$ cat src/rtl/dsp_mac_sequencer.sv
// dsp_mac_sequencer: runs one DSP48A1 slice as a dot-product engine.
// It accepts 18-bit operand pairs over a valid/ready handshake and drives
// the slice's A/B/OPMODE/CE/RST pins. It tracks the slice pipeline, captures
// P after the last product of a vector, and returns the 48-bit sum over a
// valid/ready result interface.
//
// Expected slice configuration: A0REG=0 A1REG=1 B0REG=0 B1REG=1 MREG=1
// PREG=1 OPMODEREG=1, CARRYIN/CECARRYIN tied 0 at the instance.
//
// Ports:
//   CLK, RST            clock, synchronous active-high reset
//   in_valid/in_ready   operand pair handshake, in_a/in_b operands (unsigned)
//   res_valid/res_ready result handshake, res_data 48-bit dot product
//   dsp_a/dsp_b         slice A/B (driven only on an accepted pair, else 0)
//   dsp_opmode          slice OPMODE (slice registers it internally)
//   dsp_ce, dsp_rst     slice clock enables / resets
//   dsp_p               slice P output
//
// Optional feature macro DSP_MAC_SEQ_PERF_CNT_EN adds perf_vec_cnt
// (completed result handshakes, wrapping) and perf_stall_cnt (cycles with
// in_valid=1 and in_ready=0, saturating).

module dsp_mac_sequencer #(
    parameter int unsigned VEC_LEN  = 8,
    parameter int unsigned PIPE_LAT = 3,
    parameter int unsigned CNT_W    = 16
) (
    input  logic        CLK,
    input  logic        RST,
    input  logic        in_valid,
    output logic        in_ready,
    input  logic [17:0] in_a,
    input  logic [17:0] in_b,
    output logic        res_valid,
    input  logic        res_ready,
    output logic [47:0] res_data,
    output logic [17:0] dsp_a,
    output logic [17:0] dsp_b,
    output logic [7:0]  dsp_opmode,
    output logic        dsp_ce,
    output logic        dsp_rst,
    input  logic [47:0] dsp_p
`ifdef DSP_MAC_SEQ_PERF_CNT_EN
    ,
    output logic [31:0] perf_vec_cnt,
    output logic [31:0] perf_stall_cnt
`endif
);

    localparam int unsigned       DRN_W    = $clog2(PIPE_LAT + 1);
    localparam logic [CNT_W-1:0]  LAST_IDX = CNT_W'(VEC_LEN - 1);
    localparam logic [DRN_W-1:0]  DRN_INIT = DRN_W'(PIPE_LAT);

    // OPMODE encodings: X=M/Z=0 restarts, X=M/Z=P accumulates, X=0/Z=P holds
    localparam logic [7:0] OP_FIRST = 8'h01;
    localparam logic [7:0] OP_ACC   = 8'h09;
    localparam logic [7:0] OP_HOLD  = 8'h08;

    typedef enum logic [1:0] {
        ACCUM = 2'd0,
        DRAIN = 2'd1,
        HOLD  = 2'd2
    } state_t;

    state_t           state;
    logic             in_ready_q;
    logic [CNT_W-1:0] elem_cnt;
    logic [DRN_W-1:0] drain_cnt;
    logic             fire;
    logic             is_first;
    logic             is_last;
    logic [1:0]       op_tag;     // {valid, first} aligned to the OPMODE register

    // in_ready is forced low while reset is asserted so nothing fires then
    assign in_ready = in_ready_q & ~RST;
    assign fire     = in_valid & in_ready;
    assign is_first = (elem_cnt == '0);
    assign is_last  = (elem_cnt == LAST_IDX);

    // Slice pin drive; A/B go straight in because A0REG/B0REG are bypassed
    assign dsp_a   = fire ? in_a : 18'd0;
    assign dsp_b   = fire ? in_b : 18'd0;
    assign dsp_rst = RST;
    assign dsp_ce  = ~RST;

    // Tag delay line: OPMODE is presented PIPE_LAT-2 cycles after acceptance.
    // Only {valid, first} feed OPMODE, so only those bits are carried.
    generate
        if (PIPE_LAT == 2) begin : g_tag_direct
            assign op_tag = {fire, is_first};
        end else begin : g_tag_pipe
            logic [1:0] tag_q [PIPE_LAT-2];

            always_ff @(posedge CLK) begin
                if (RST) begin
                    for (int i = 0; i < int'(PIPE_LAT) - 2; i++) begin
                        tag_q[i] <= 2'b00;
                    end
                end else begin
                    tag_q[0] <= {fire, is_first};
                    for (int i = 1; i < int'(PIPE_LAT) - 2; i++) begin
                        tag_q[i] <= tag_q[i-1];
                    end
                end
            end

            assign op_tag = tag_q[PIPE_LAT-3];
        end
    endgenerate

    // OPMODE select from the aligned tag
    always_comb begin
        dsp_opmode = OP_HOLD;
        if (op_tag[1]) begin
            dsp_opmode = op_tag[0] ? OP_FIRST : OP_ACC;
        end
    end

    // Sequencer FSM: accumulate, drain the slice pipeline, hold the result.
    // in_ready is registered, so it returns one cycle after re-entering ACCUM.
    always_ff @(posedge CLK) begin
        if (RST) begin
            state      <= ACCUM;
            in_ready_q <= 1'b0;
            elem_cnt   <= '0;
            drain_cnt  <= '0;
            res_valid  <= 1'b0;
            res_data   <= 48'd0;
        end else begin
            case (state)
                ACCUM: begin
                    in_ready_q <= 1'b1;
                    if (fire) begin
                        if (is_last) begin
                            elem_cnt   <= '0;
                            in_ready_q <= 1'b0;
                            drain_cnt  <= DRN_INIT;
                            state      <= DRAIN;
                        end else begin
                            elem_cnt <= elem_cnt + CNT_W'(1);
                        end
                    end
                end
                DRAIN: begin
                    in_ready_q <= 1'b0;
                    drain_cnt  <= drain_cnt - DRN_W'(1);
                    // Counter hits 0 on this edge: P now holds the final sum
                    if (drain_cnt == DRN_W'(1)) begin
                        res_data  <= dsp_p;
                        res_valid <= 1'b1;
                        state     <= HOLD;
                    end
                end
                HOLD: begin
                    in_ready_q <= 1'b0;
                    if (res_ready) begin
                        res_valid <= 1'b0;
                        state     <= ACCUM;
                    end
                end
                default: begin
                    state <= ACCUM;
                end
            endcase
        end
    end

`ifdef DSP_MAC_SEQ_PERF_CNT_EN
    // Performance counters: wrapping handshake count, saturating stall count
    always_ff @(posedge CLK) begin
        if (RST) begin
            perf_vec_cnt   <= 32'd0;
            perf_stall_cnt <= 32'd0;
        end else begin
            if (res_valid && res_ready) begin
                perf_vec_cnt <= perf_vec_cnt + 32'd1;
            end
            if (in_valid && !in_ready && (perf_stall_cnt != 32'hFFFF_FFFF)) begin
                perf_stall_cnt <= perf_stall_cnt + 32'd1;
            end
        end
    end
`endif

endmodule

$ cat config.mk
export PLATFORM = sky130hd
export DESIGN_NAME = dsp_mac_sequencer
export DESIGN_NICKNAME = d
export VERILOG_FILES = /design/src/rtl/dsp_mac_sequencer.sv
export SDC_FILE = /design/constraint.sdc
export NUM_CORES = 1
export LEC_CHECK = 0
export ABC_AREA = 1
export ABC_CLOCK_PERIOD_IN_PS = 2060
export CAP_MARGIN = 0
export CORE_ASPECT_RATIO = 0.8
export CORE_MARGIN = 4
export CORE_UTILIZATION = 39
export DETAILED_ROUTE_END_ITERATION = 10
export GPL_ROUTABILITY_DRIVEN = 0
export PLACE_DENSITY = 0.81
export SETUP_SLACK_MARGIN = 0.5
export SLEW_MARGIN = 20
export SYNTH_ARGS = -nofsm -noshare
export SYNTH_HDL_FRONTEND = slang
export SYNTH_SLANG_ARGS = --single-unit
$ cat constraint.sdc
create_clock -name CLK -period 2.06 [get_ports CLK]
set_input_delay 0.206 -clock CLK [delete_from_list [all_inputs] [get_ports CLK]]
set_output_delay 0.206 -clock CLK [all_outputs]
set_load 0.01 [all_outputs]
; Yosys cells after proc, flatten, opt, wreduce, memory -nomap -nowiden
; Memories as Yosys holds them, arrays and structs flattened.
; Cells that the tools add are included.
[op_classes]
n_reduce_logical = 12
n_div = 0
eq_ne = 8
bitwise = 3
magnitude_cmp = 0
n_mul = 0
n_addsub = 2
n_shift = 0
n_mux = 24
[op_table]
columns = operator, count
row1 = two-way mux 18 bit, 2
row2 = adder 16 x 1 -> 16 bit (second input constant), 1
row3 = equality test 16 x 3 -> 1 bit (second input constant), 1
row4 = zero test 16 bit, 1
row5 = two-way mux 16 bit, 1
row6 = two-way mux 2 bit, 7
row7 = two-way mux 1 bit, 8
row8 = two-way mux 4 bit, 2
row9 = inequality test 2 bit (second input constant), 4
row10 = one-hot mux 2 bit (3 select lines), 1
row11 = AND reduction 3 bit, 2
row12 = nonzero test 2 bit, 3
row13 = equality test 2 x 1 -> 1 bit (second input constant), 2
row14 = one-hot mux 1 bit (2 select lines), 2
row15 = one-hot mux 2 bit (2 select lines), 1
row16 = AND reduction 2 bit, 2
row17 = AND reduction 4 bit, 1
row18 = OR reduction 2 bit, 2
row19 = AND 1 bit, 2
row20 = equality test 2 bit (second input constant), 1
row21 = zero test 2 bit, 1
row22 = subtractor 2 x 1 -> 2 bit (second input constant), 1
row23 = inverter 1 bit, 1
[totals]
register_bits = 70
output_inout_bits = 96
wordCells = 56
memories = 1
mem_bits_rw = 2
in_bits = 88
mem_bits_ro = 0
latch_bits = 0
[memory_table]
columns = name, depth, word_bits, rd, rd_clocked_by_memory_dff, wr, line_no
row1 = g_tag_pipe.tag_q, 1, 2, 1, 0, 1, 92  ; logic [1:0] tag_q [PIPE_LAT-2];

; Depth between registers and ports, before layout
[depth]
ltp_word = 5
ltp_mapped = 9
depth_no_buf = 9

; Least setup slack after synthesis
; No wires, ideal clock.
[synth_path]
kind = register to register
start = reg state[0]
end = reg elem_cnt[15]
period_less_slack_ns = 1.440
setup_time_ns = 0.115
setup_slack_ns = 0.620
path_stages_with_launch = 10
arrival_ns = 1.325
t_required_ns = 1.945
path_buffers = 0
path_cell_list = dfxtp_1 inv_1 ha_1 nand4_4 nor2_4 nand2_2 nor2_2 nand3_1 nand2_1 nor2_1
[synth_via]
elab_chain_len = 2
[synth_rtl]
columns = element, line_no
row1 = from (decl), 65  ; state_t state;
row2 = from (signal assigned), 123  ; state <= ACCUM;
row3 = from (signal assigned), 138  ; state <= DRAIN;
row4 = from (signal assigned), 151  ; state <= HOLD;
row5 = zero test 2 bit, 130  ; case (state)
row6 = AND reduction 2 bit (no source line), --
row7 = to (signal assigned), 140  ; elem_cnt <= elem_cnt + CNT_W'(1);
row8 = to (decl), 67  ; logic [CNT_W-1:0] elem_cnt;
; No other way between the ends.
; A chain may end at the register's enable or synchronous reset.

; Worst setup path in the final report
[layout_path]
start = in RST
end = out dsp_b[6]
[layout_via]
elab_chain_len = 4
[layout_rtl]
columns = element, line_no
row1 = from (decl), 29  ; input logic RST,
row2 = inverter 1 bit, 75  ; assign in_ready = in_ready_q & ~RST;
row3 = AND 1 bit, 75
row4 = AND 1 bit, 76  ; assign fire = in_valid & in_ready;
row5 = two-way mux 18 bit, 82  ; assign dsp_b = fire ? in_b : 18'd0;
row6 = to (decl), 38  ; output logic [17:0] dsp_b,
; No other way between the ends.

==> reports/qor.csv <==
stage,metric,value,unit
timing,rsz0062_at_grt,true,
clock_tree,cts-htree-levels,3,
logic_synthesis,synth-simple-area-share,0.306,
min_path,whs_path_depth,3,
pwr,vdd_drop_max,0.425,mV
clock_tree,hold_buffers,0,
pwr,seq_power_share,0.366,
global_route,grt_overflow,0,
worst_setup_path,path_max_fanout,5,
die,core-area,0.00813,mm^2
logic_synthesis,ys_seq_area_frac,0.432,
timing,period_share,0.801,
min_path,min_from,dsp_p[37],
logic_synthesis,synth_compound_area_frac,0.102,
timing,setup_viol,0,
pwr,switchingPower,1540,uW
status,status,finished clean,
pwr,sw_frac_of_total,0.334,
die,start_util,0.411,
timing,finalHoldViolCount,0,
timing,fin_crit,1.65,ns
global_route,grt_usage,0.209,
worst_setup_path,path_buf_inv,4,
layout,n_fill_cell,600,
logic_synthesis,synth.avg_cell_area,6.84,um^2
worst_setup_path,cp_slowest_stage_delay,0.47,ns
layout,drive_gt1_frac,0.216,
clock_tree,cts_buffers,9,
worst_setup_path,critPathKind,in2out,
worst_setup_path,r2r-start,elem_cnt[0],
pwr,intPower,3070,uW
route,wl,11500,um
worst_setup_path,cp_slowest_cell,clkdlybuf4s50_1,
worst_setup_path,endpoint_kind,primary output,
logic_synthesis,synthMuxAreaShare,0,
route,first_pass_iters,5,
flow_run,drv_cap,0,
layout,fin_nets,782,
pwr,leakagePower,0.00246,uW
clock_tree,cts_sinks,72,
pwr,p_per_area,787,mW/mm^2
placed_design,dp_hpwl,7700,um
layout,synthToLayoutAreaGrowth,75.7,%
timing,postLayoutSetupSlackWorst,0.410,ns
clock_tree,clk_latency,0.35,ns
worst_setup_path,timing.rr.end,elem_cnt[15],
min_path,min_path_type,in2reg,
worst_setup_path,crit_family,buffers and inverters,
min_path,whs_endpoint,res_data[37],
logic_synthesis,synth_area,0.00334,mm^2
placed_design,portBuffers,177,
pwr,total_power,4610,uW
pwr,pwr-share-clk,0.245,
layout,final_cell_mix,"137 x clkdlybuf4s50_1, 133 x nor2_1, 68 x dfxtp_1",
timing,drv_slew,0,
logic_synthesis,synth_top_family_by_area,simple AND/OR/NAND/NOR gates,
logic_synthesis,yosysTopAreaCell,dfxtp_1,
layout,regArea,0.00145,mm^2
global_route,grt_start_max_net_pins,49,
route,routed-via-count,3837,
die,die_w,111,um
placed_design,pre_cts_ws,0.0884,ns
clock_tree,cts_tree,built,
worst_setup_path,cp_data_required_time,1.85,ns
route,drtIter0Drc,254,
route,routed_via_density,4.80,
logic_synthesis,synth_area_leaders,"dfxtp_1 43%, nor2_1 19%, o21ai_0 7.2%, inv_1 7.2%, nand2_1 4.3%",
global_route,grt_pass1_vias,3651,
worst_setup_path,r2r_cells,8,
placed_design,place_inst,757,
route,antenna_left,0,
logic_synthesis,yosys_warnings,0,
worst_setup_path,reg2reg_slack,0.54,ns
layout,antenna_cells,0,
logic_synthesis,synth_top_area_frac,0.432,
global_route,grt_pass1_wl,17200,um
logic_synthesis,ys_seq_elements,72,
die,die_h,90.7,um
logic_synthesis,post_synth_num_cell_types,32,
clock_tree,clockRootBuffer,clkbuf_8,
timing,finalClockSkew,0.0125,ns
logic_synthesis,synth_adder_area_share,0.0300,
timing,setup_tns,0,ns
worst_setup_path,cp_cell_sequence,clkdlybuf4s50_1 > nor2_4 > buf_12 > buf_12 > nand2_8 > nor2_1 > buf_2,
worst_setup_path,startpoint_type,input port,
layout,mostFrequentLayoutCell,clkdlybuf4s50_1,
logic_synthesis,syn_inst,488,
layout,final-instance-count-excl-fill,799,
timing,clock.fmax,606,MHz
pwr,combinationalPowerShare,0.389,
die,core.rowCount,29,
logic_synthesis,synth_xor_area_frac,0.0131,
worst_setup_path,cp.arrival,1.44,ns
die,die_area,0.0101,mm^2
clock_tree,clock_path_buffers,2,
route,wl_per_cell,14.4,um
route,drc,0,
worst_setup_path,path_common_cell,buf_12,
clock_tree,path_clk_slew,0.08,ns
global_route,antenna_found_initial,0,
die,ioPinCount,184,
layout,multi_input_area,0.00188,mm^2
-- how the worst max path moves through the flow --
stage                          start           end  cells after the start
final                            RST      dsp_b[6]                      7
after global routing      in_ready_q     dsp_b[16]                      7
after CTS                 in_ready_q     dsp_b[11]                      6
after detailed placement         RST     dsp_b[15]                      5
after global placement           RST      dsp_b[2]                      5
after floorplan             state[0]  elem_cnt[15]                      9
-- power groups by stage --
| stage | logic (uW) | clock network, uW | registers, uW |
|---|---|---|---|
| after detailed placement | 1410 | 0 | 1700 |
| after floorplan | 681 | 0 | 1740 |
| final | 1790 | 1130 | 1690 |
| after global routing | 1930 | 1220 | 1710 |
| after CTS | 1620 | 1160 | 1670 |
| after global placement | 1360 | 0 | 1690 |
-- worst reg2reg max path, delay by kind of cell (launching register included) --
family	cells	cell delay, ns
and+or+nand+nor	5	0.53
DFF	1	0.38
adders and majority gates	1	0.23
AOI/OAI and AO/OA	1	0.20
buffers and inverters	1	0.08
-- kinds of logic after synthesis --
| logic type | count (synthesis) |
|---|---|
| AOI/OAI and AO/OA | 66 |
| xor gates and xnor gates | 5 |
| adders and majority gates | 8 |
| buffers and inverters | 93 |
| DFF | 72 |
| other | 1 |
| and+or+nand+nor | 243 |
-- per-stage QoR --
stage          hold slack, ns   util  cell area, um^2
4_1_cts                 0.451  0.691             5620
3_3_place_gp            0.461  0.639             5200
2_1_floorplan           0.275      -             3360
5_1_grt                 0.467  0.722             5860
6_report                0.460  0.722             5860
3_5_place_dp            0.462  0.639             5200
-- sequential cells by signal (all words and copies together), names as in the netlist --
name,flops
g_tag_pipe.tag_q,2
in_ready_q,1
res_valid,1
res_data,48
state,2
drain_cnt,2
elem_cnt,16
-- cell usage after synthesis, drive strengths merged --
cell type  count
nand2         41
conb           1
a21oi         11
ha             8
a22o           1
nor2         169
o21ai         51
nor4           1
dfxtp         72
o21bai         1
nand3         21
xnor2          1
buf           13
inv           65
clkbuf        15
a21o           1
nand4          3
xor2           4
or2            1
nor3           7
o22ai          1
-- final cells by class --
type                    count  area share
clock buffers              10      0.0235
clock inverters             6      0.0113
inverters                  65      0.0429
multi-input cells         334       0.320
flip-flops and latches     72       0.247
well taps                 108      0.0230
repair buffers            204       0.332
-- per-layer routing --
metal	part of all wire	global-route usage
met1	0.39	0.229
met4	0.018	0.0831
met5	0	0
met2	0.50	0.379
met3	0.094	0.0616
-- repair_timing --
action,4_1_cts,5_1_grt
gates cloned,5,2
resized for setup,198,64
pin swaps,9,12
endpoints found under the setup margin,84,95
setup buffers,8,11
Power figures use the tool's default switching activity.
